$ cat config.mk
export PLATFORM = sky130hd
export DESIGN_NAME = decoded_word_uart_framer
export DESIGN_NICKNAME = d
export VERILOG_FILES = /design/src/rtl/rx_readout_pkg.sv /design/src/rtl/word_fifo.sv /design/src/rtl/decoded_word_uart_framer.sv
export SDC_FILE = /design/constraint.sdc
export NUM_CORES = 1
export LEC_CHECK = 0
export BUFFER_PORTS_ARGS = -buffer_cell sky130_fd_sc_hd__buf_2
export CAP_MARGIN = 20
export CORE_ASPECT_RATIO = 1.4
export CORE_MARGIN = 1.5
export CORE_UTILIZATION = 28
export CTS_CLUSTER_DIAMETER = 50
export CTS_CLUSTER_SIZE = 30
export DETAILED_ROUTE_END_ITERATION = 8
export HOLD_SLACK_MARGIN = 0.08
export SLEW_MARGIN = 15
export SYNTH_ARGS = -nofsm -noshare
export SYNTH_HDL_FRONTEND = slang
export SYNTH_SLANG_ARGS = --single-unit
$ cat constraint.sdc
create_clock -name CLOCK_50 -period 5.46 [get_ports CLOCK_50]
set_input_delay 0.546 -clock CLOCK_50 [delete_from_list [all_inputs] [get_ports CLOCK_50]]
set_output_delay 0.546 -clock CLOCK_50 [all_outputs]
set_load 0.01 [all_outputs]
$ cat src/rtl/rx_readout_pkg.sv
// Shared types for the receiver readout stage: framer states and frame geometry.
package rx_readout_pkg;

    typedef enum logic [3:0] {
        IDLE, LOAD, SYNC, SEQ, D3, D2, D1, D0, CHK, GAP
    } framer_state_t;

    localparam int FRAME_BYTES = 7;

    // Byte state that follows a given byte state; the checksum closes the frame.
    function automatic framer_state_t next_byte_state(input framer_state_t s);
        case (s)
            SYNC:    return SEQ;
            SEQ:     return D3;
            D3:      return D2;
            D2:      return D1;
            D1:      return D0;
            D0:      return CHK;
            default: return IDLE;
        endcase
    endfunction

endpackage

$ cat src/rtl/word_fifo.sv
// Synchronous word FIFO with first-word-fall-through read data and a registered fill level.
module word_fifo #(
    parameter int WIDTH = 32,
    parameter int DEPTH = 8
) (
    input  logic                       clk,
    input  logic                       reset_n,
    input  logic                       push,
    input  logic [WIDTH-1:0]           push_data,
    input  logic                       pop,
    output logic [WIDTH-1:0]           pop_data,
    output logic                       full,
    output logic                       empty,
    output logic [$clog2(DEPTH):0]     level
);
    localparam int AW = $clog2(DEPTH);

    logic [WIDTH-1:0] mem [DEPTH];
    logic [AW-1:0]    wr_ptr_reg;
    logic [AW-1:0]    rd_ptr_reg;
    logic [AW:0]      level_reg;
    logic             do_push;
    logic             do_pop;

    assign full     = (level_reg == (AW+1)'(DEPTH));
    assign empty    = (level_reg == '0);
    assign level    = level_reg;
    assign pop_data = mem[rd_ptr_reg];

    // A pop in the same cycle frees the slot, so a push into a full FIFO is still accepted.
    assign do_pop  = pop & ~empty;
    assign do_push = push & (~full | do_pop);

    always_ff @(posedge clk) begin
        if (do_push) begin
            mem[wr_ptr_reg] <= push_data;
        end
    end

    always_ff @(posedge clk) begin
        if (!reset_n) begin
            wr_ptr_reg <= '0;
            rd_ptr_reg <= '0;
            level_reg  <= '0;
        end else begin
            if (do_push) wr_ptr_reg <= wr_ptr_reg + 1'b1;
            if (do_pop)  rd_ptr_reg <= rd_ptr_reg + 1'b1;
            case ({do_push, do_pop})
                2'b10:   level_reg <= level_reg + 1'b1;
                2'b01:   level_reg <= level_reg - 1'b1;
                default: level_reg <= level_reg;
            endcase
        end
    end

endmodule

$ cat src/rtl/decoded_word_uart_framer.sv
// Buffers decoded words and streams each one to the UART as a 7-byte frame
// (sync, sequence, data MSB first, XOR checksum) over a valid/ready handshake.
module decoded_word_uart_framer
    import rx_readout_pkg::*;
#(
    parameter int          FIFO_DEPTH = 8,
    parameter int          GAP_CYCLES = 10,
    parameter logic [7:0]  SYNC_BYTE  = 8'hA5
) (
    input  logic                           CLOCK_50,
    input  logic                           reset_n,
    input  logic [31:0]                    buffer,
    input  logic                           buffer_valid,
    input  logic                           tx_data_ready,
    output logic [7:0]                     tx_data,
    output logic                           tx_data_valid,
    output logic [$clog2(FIFO_DEPTH):0]    fifo_level,
    output logic                           overflow,
    output logic                           frame_busy
);
    localparam int GW = $clog2(GAP_CYCLES + 2);

    logic           valid_prev_reg;
    logic           capture_push;
    logic           fifo_pop;
    logic           fifo_full;
    logic           fifo_empty;
    logic [31:0]    fifo_data;
    logic           overflow_reg;
    logic           accept;

    framer_state_t  state_reg, state_next;
    framer_state_t  ret_state_reg, ret_state_next;
    logic [GW-1:0]  gap_cnt_reg, gap_cnt_next;
    logic [7:0]     seq_reg, seq_next;
    logic [7:0]     chk_reg, chk_next;
    logic [31:0]    word_reg, word_next;
    logic [7:0]     tx_data_reg, tx_data_next;
    logic           tx_valid_reg, tx_valid_next;

    assign capture_push = buffer_valid & ~valid_prev_reg;
    assign accept       = tx_valid_reg & tx_data_ready;

    word_fifo #(.WIDTH(32), .DEPTH(FIFO_DEPTH)) u_fifo (
        .clk       (CLOCK_50),
        .reset_n   (reset_n),
        .push      (capture_push),
        .push_data (buffer),
        .pop       (fifo_pop),
        .pop_data  (fifo_data),
        .full      (fifo_full),
        .empty     (fifo_empty),
        .level     (fifo_level)
    );

    always_comb begin
        state_next     = state_reg;
        ret_state_next = ret_state_reg;
        gap_cnt_next   = gap_cnt_reg;
        seq_next       = seq_reg;
        chk_next       = chk_reg;
        word_next      = word_reg;
        fifo_pop       = 1'b0;
        case (state_reg)
            IDLE: begin
                if (!fifo_empty) begin
                    fifo_pop   = 1'b1;
                    word_next  = fifo_data;
                    state_next = LOAD;
                end
            end
            LOAD: begin
                chk_next   = seq_reg ^ word_reg[31:24] ^ word_reg[23:16]
                           ^ word_reg[15:8] ^ word_reg[7:0];
                state_next = SYNC;
            end
            GAP: begin
                if (gap_cnt_reg == GW'(GAP_CYCLES - 1)) begin
                    state_next = ret_state_reg;
                end else begin
                    gap_cnt_next = gap_cnt_reg + 1'b1;
                end
            end
            default: begin
                if (accept) begin
                    if (state_reg == CHK) seq_next = seq_reg + 8'd1;
                    if (GAP_CYCLES > 0) begin
                        state_next     = GAP;
                        ret_state_next = next_byte_state(state_reg);
                        gap_cnt_next   = '0;
                    end else begin
                        state_next = next_byte_state(state_reg);
                    end
                end
            end
        endcase

        // Output byte follows the state being entered, so tx_data holds steady under backpressure.
        tx_valid_next = state_next inside {SYNC, SEQ, D3, D2, D1, D0, CHK};
        case (state_next)
            SYNC:    tx_data_next = SYNC_BYTE;
            SEQ:     tx_data_next = seq_reg;
            D3:      tx_data_next = word_reg[31:24];
            D2:      tx_data_next = word_reg[23:16];
            D1:      tx_data_next = word_reg[15:8];
            D0:      tx_data_next = word_reg[7:0];
            CHK:     tx_data_next = chk_reg;
            default: tx_data_next = 8'h00;
        endcase
    end

    always_ff @(posedge CLOCK_50) begin
        if (!reset_n) begin
            valid_prev_reg <= 1'b0;
            overflow_reg   <= 1'b0;
            state_reg      <= IDLE;
            ret_state_reg  <= IDLE;
            gap_cnt_reg    <= '0;
            seq_reg        <= 8'h00;
            chk_reg        <= 8'h00;
            word_reg       <= 32'h0;
            tx_data_reg    <= 8'h00;
            tx_valid_reg   <= 1'b0;
        end else begin
            valid_prev_reg <= buffer_valid;
            if (capture_push && fifo_full && !fifo_pop) overflow_reg <= 1'b1;
            state_reg      <= state_next;
            ret_state_reg  <= ret_state_next;
            gap_cnt_reg    <= gap_cnt_next;
            seq_reg        <= seq_next;
            chk_reg        <= chk_next;
            word_reg       <= word_next;
            tx_data_reg    <= tx_data_next;
            tx_valid_reg   <= tx_valid_next;
        end
    end

    assign tx_data       = tx_data_reg;
    assign tx_data_valid = tx_valid_reg;
    assign overflow      = overflow_reg;
    assign frame_busy    = (state_reg != IDLE);

endmodule
### Word-level counts from Yosys, hierarchy flattened

Memory sizes are Yosys's and may differ from the RTL's. A register that Yosys moved wholly into a read port is not among the register bits.
Index checks and enable logic that the tools add are counted.

| word-level totals | value |
|---|---|
| register bits | 49 |
| bits in latches | 0 |
| RAM bits | 256 |
| bits in read-only memories | 0 |
| input bits | 36 |
| output and inout port bits | 15 |
| memories | 1 |

Memories:

| memory | words | bits a word | rd ports | clocked after Yosys merged registers in | wr ports | line | source |
|---|---|---|---|---|---|---|---|
| u_fifo.mem | 8 | 32 | 1 | 1 | 1 | word_fifo.sv:18 | `logic [WIDTH-1:0] mem [DEPTH];` |

| operators by class | value |
|---|---|
| $add $sub $neg | 6 |
| $mul | 0 |
| divide/modulo/power cells | 0 |
| $lt $le $gt $ge | 0 |
| equality and inequality tests | 21 |
| shifts and indexed selects | 0 |
| muxes and demuxes | 14 |
| bitwise logic cells | 14 |
| reductions and logical operators | 16 |

Operators with widths:

| kind | number |
|---|---|
| 8-bit one-hot mux with 7 select lines | 1 |
| 4-bit by 3-bit == test with 1-bit output (second input constant) | 8 |
| 8-bit XOR | 4 |
| 4-bit one-hot mux with 6 select lines | 1 |
| 4-bit == test (second input constant) | 5 |
| 4-bit 2-to-1 mux | 5 |
| 4-bit by 2-bit == test with 1-bit output (second input constant) | 4 |
| 4-bit one-hot mux with 2 select lines | 2 |
| 4-bit one-hot mux with 3 select lines | 1 |
| 4-bit by 1-bit adder with 4-bit output (second input constant) | 2 |
| 8-bit by 1-bit adder with 8-bit output (second input constant) | 1 |
| 4-bit logical NOT | 2 |
| 7-bit nonzero test | 1 |
| 3-bit by 1-bit adder with 3-bit output (second input constant) | 2 |
| 3-bit AND reduction | 2 |
| 1-bit NOT | 5 |
| 1-bit AND | 4 |
| 4-bit by 1-bit == test with 1-bit output (second input constant) | 1 |
| 1-bit 2-to-1 mux | 4 |
| 2-bit AND reduction | 2 |
| 2-bit nonzero test | 2 |
| 4-bit nonzero test | 1 |
| 4-bit by 1-bit subtractor with 4-bit output (second input constant) | 1 |
| 3-bit OR reduction | 1 |
| 7 further kinds | 9 |

### Depth between registers and ports, before layout

| depth | value |
|---|---|
| depth in word-level cells | 8 |
| gate-level depth with buffers | 13 |
| depth with buffers taken out | 11 |

### Modules after synthesis

From an unflattened synthesis, not the netlist that was laid out.

| second synthesis, totals | value |
|---|---|
| cell total of the unflattened synthesis | 878 |
| area, all modules | 14141.1 um^2 |

By module, submodules not included:

| module | instances | cells an instance | area each (um^2) |
|---|---|---|---|
| word_fifo | 1 | 453 | 10471.3 |
| decoded_word_uart_framer | 1 | 425 | 3669.8 |

### Worst setup path before layout

OpenSTA, ideal clock, no wires.

| timing | value |
|---|---|
| kind | flip-flop to flip-flop |
| start point | register state_reg[1] |
| end point | memory u_fifo.mem[2][0] (enable) |
| data arrival time | 3.876 ns |
| path slack | 1.116 ns |
| stages on the path, launching flop included | 7 |
| buffers on the path | 1 |
| cell sequence | dfxtp_1 -> or4_1 -> buf_2 -> nand3_1 -> and3b_1 -> nand2b_1 -> nor3b_1 |

| on the way | value |
|---|---|
| longest elaborated chain between the ends | 7 |

RTL lines:

| element | line | source |
|---|---|---|
| start: declaration | decoded_word_uart_framer.sv:32 | `framer_state_t state_reg, state_next;` |
| start signal: assignment | decoded_word_uart_framer.sv:127 | `state_reg <= state_next;` |
| 4-bit logical NOT | decoded_word_uart_framer.sv:64 | `case (state_reg)` |
| 1-bit 2-to-1 mux | decoded_word_uart_framer.sv:64 |  |
| 1-bit AND | word_fifo.sv:31 | `assign do_pop = pop & ~empty;` |
| 1-bit OR | word_fifo.sv:32 | `assign do_push = push & (~full \| do_pop);` |
| 1-bit AND | word_fifo.sv:32 |  |
| 1-bit 2-to-1 mux | word_fifo.sv:35 | `if (do_push) begin` |
| 1-bit 2-to-1 mux (not written as such) | word_fifo.sv:36 | `mem[wr_ptr_reg] <= push_data;` |
| end: declaration | word_fifo.sv:18 |  |

Every way passes these cells.

### Worst setup path after layout

| timing | value |
|---|---|
| start point | register state_reg[1] |
| end point | register u_fifo.level_reg[3], in the netlist u_fifo.level[3] |

| on the way | value |
|---|---|
| longest elaborated chain between the ends | 7 |
| elaborated cells between the ends (all ways) | 9 |

RTL lines:

| element | line | source |
|---|---|---|
| 4-bit logical NOT * | decoded_word_uart_framer.sv:64 |  |
| 1-bit 2-to-1 mux * | decoded_word_uart_framer.sv:64 |  |
| 1-bit AND * | word_fifo.sv:31 |  |
| 1-bit OR | word_fifo.sv:32 |  |
| 1-bit AND | word_fifo.sv:32 |  |
| 2-bit by 1-bit == test with 1-bit output / 2-bit == test (equally long branches) | word_fifo.sv:48 | `case ({do_push, do_pop})` |
| 4-bit one-hot mux with 2 select lines / 2-bit nonzero test (equally long branches) | - |  |
| end signal: assignment | word_fifo.sv:49 | `2'b10: level_reg <= level_reg + 1'b1;` |
| end signal: assignment | word_fifo.sv:50 | `2'b01: level_reg <= level_reg - 1'b1;` |
| end signal: assignment | word_fifo.sv:51 | `default: level_reg <= level_reg;` |
| end: declaration | word_fifo.sv:21 | `logic [AW:0] level_reg;` |

Every way passes the cells marked *; elsewhere a longest branch is shown, timed or not.
A chain may end at the register's enable or synchronous reset.

==> key figures <==
Status
  • Status: finished, final reports clean

Synthesis
  • Yosys cell types: 62
  • Post-synth EDFFs: 256
  • Post-synth ARST share: 0%
  • Syn Inst Count: 830
  • Synth Flop Type: edfxtp_1
  • Sequential cell area fraction in the yosys report: 68.9%
  • Avg Cell Area, Syn: 16.3 um2
  • Synth warn: 0
  • Syn nets: 875
  • Seq cells post-synth: 337
  • Syn Std Cell Area: 13500 um2

CTS
  • Post-CTS Setup Inserts: 0
  • CTS tree: built
  • Cts hold-fix bufs: 0
  • Max H-tree Level: 1
  • CTS max path bufs: 3
  • Root Buffer: clkbuf_16
  • Clk slew on worst S/H paths: 0.09 ns
  • Sinks on Clock Net: 337
  • Worst skew pair latency: 0.54 ns
  • Post-CTS Resized: 0
  • CTS Buf Count: 20

STA
  • Final Skew: 0.0200 ns
  • Relative slew slack: 43.2%
  • Setup TNS: 0 ns
  • Slew @ Worst Pin: 0.852 ns
  • Slack of the critical path: 2.32 ns
  • Final Critical Period: 3.14 ns
  • # setup viols final: 0
  • Final max-slew violation count: 0
  • Max Freq: 318 MHz
  • Fin. Hold Viols: 0
  • Unrepaired setup endpoints after global routing: no
  • Fin crit share: 57.6%

Cells and area
  • Commonest non-fill, non-tap cell in the layout: edfxtp_1
  • Fillcell total: 4628
  • Register area: 9320 um2
  • Multi-input gate area in the final layout: 4010 um2
  • Cell area after layout: 15300 um2
  • Fraction of layout cells with a size suffix above 1: 21.7%
  • Post-Route Utilization: 32.0%
  • Most frequent cells in the layout: edfxtp_1, dfxtp_1, nor2_1, mux4_2, buf_2
  • Nets: 918
  • Largest register FFs: 256
  • ANT cells: 0
  • Layout area overhead: 13.0%

Placement
  • Port Buffers: 50
  • RePlAce Congestion: 0.803
  • Placed cell area: 14500 um2
  • Post-place setup slack: 2.37 ns
  • Hpwl dp: 17.5 mm

Global route
  • GRT Overall Usage: 11.1%
  • First-pass GRT wire length: 42.9 mm
  • Grt ovf: 0
  • Initial antenna violation count: 5
  • Pin count of the biggest net entering global routing: 70
  • Vias in the first global route: 7275

Critical path
  • Critical path required time: 5.91 ns
  • Crit-path max FO: 15
  • Crit-path cells: or4_1 > nand3_1 > and3b_1 > inv_1 > ha_1 > ha_1 > a21o_1 > a21oi_1 > xnor2_1 > or3_1 > a21oi_1
  • Crit path buf inv count: 1
  • Critical path capture point type: flop
  • Slowest library cell on the worst path: or4_1
  • CP top delay family: simple AND/OR/NAND/NOR gates
  • Critical Path Source Type: flop
  • Max stage delay on crit path: 0.71 ns
  • Worst EP arrival: 3.60 ns
  • WS Path Type: reg -> reg

Job
  • Max Cap Viol: 0

Pwr
  • Total power draw: 6.81 mW
  • PwrDens: 446 nW/um2
  • Static Leak: 4.80 nW
  • Worst ir drop on vdd: 0.205 mV

Min path
  • Hold Crit Class: in -> reg

Floorplanning
  • Area of the die: 49600 um2
  • Die width: 189 um
  • CORE AREA: 47800 um2
  • Die Height: 263 um
  • Initial Util: 28.3%
  • Io pins: 51
  • # rows: 95

Drt
  • Initial DRC count: 506
  • # DRC: 0
  • Via count: 6956
  • Wire length per cell: 18.0 um
  • Antenna Nets Post-Route: 0
  • First-pass DRT Iterations: 4
  • Routed Wire Length: 27.3 mm
  • Vias per cell: 4.59
path summary, 6_finish.rpt:
path / startpoint / endpoint / slack [ns] / cells past startpoint
setup / recovery: state_reg[1] / u_fifo.level[3] / 2.32 / 11
hold / removal: buffer_valid / valid_prev_reg / 0.26 / 2
setup reg to reg: state_reg[1] / u_fifo.level[3] / 2.32 / 11
hold reg to reg: chk_reg[4] / chk_reg[4] / 0.45 / 2
power by group:
group | switching (mW) | internal, mW | total, mW
logic | 0.951 | 0.849 | 1.80
registers | 0.276 | 2.97 | 3.24
clock network | 0.940 | 0.830 | 1.77
total | 2.17 | 4.65 | 6.81
layout make-up:
cell class / instances / share of cell area, %
flip-flops and latches: 337 / 61.0
multi-input cells: 438 / 26.3
well taps: 630 / 5.16
clock buffers: 22 / 3.46
repair buffers: 67 / 2.47
clock inverters: 13 / 1.43
inverters: 9 / 0.221
per-stage QoR:
step	hold slack, ns	std cells
3_3_place_gp	0.441	1480
4_1_cts	0.242	1515
5_1_grt	0.262	1516
6_report	0.260	1516
2_1_floorplan	0.432	830
3_5_place_dp	0.447	1480
synthesized netlist by cell type, drive strengths merged, types with 4 or more instances:
cell type  count  area, um2
mux4          64       1440
xnor2         36        315
o21ai         11       58.8
nand2         45        169
ha             8        100
a21oi         25        125
a211oi        34        255
nor2          69        267
nor3           5       25.0
edfxtp       256       7690
xor2          11       96.3
inv            9       33.8
dfxtp         81       1620
buf           24        120
and3           4       25.0
nor3b          8       65.1
mux2i         45        450
a31oi          4       25.0
clkbuf        22       82.6
nand3         18       90.1
per-layer routing:
metal | global-route usage [%] | wire (um)
met5 | 0 | 68
met4 | 3.30 | 593
met3 | 1.78 | 909
met2 | 20.6 | 14700
met1 | 13.0 | 11100
cells by family (layout without fill, tap and decap cells):
kind of cell	count (synthesis)	after routing	share of synthesized area, %
muxes	109	109	14.0
AOI/OAI and AO/OA	99	99	5.23
adders and majority gates	9	9	0.889
and+or+nand+nor	174	174	6.20
xor gates and xnor gates	47	47	3.05
buffers and inverters	55	111	1.75
DFF	337	337	68.9
No activity file was read; power rests on OpenSTA's default activity.
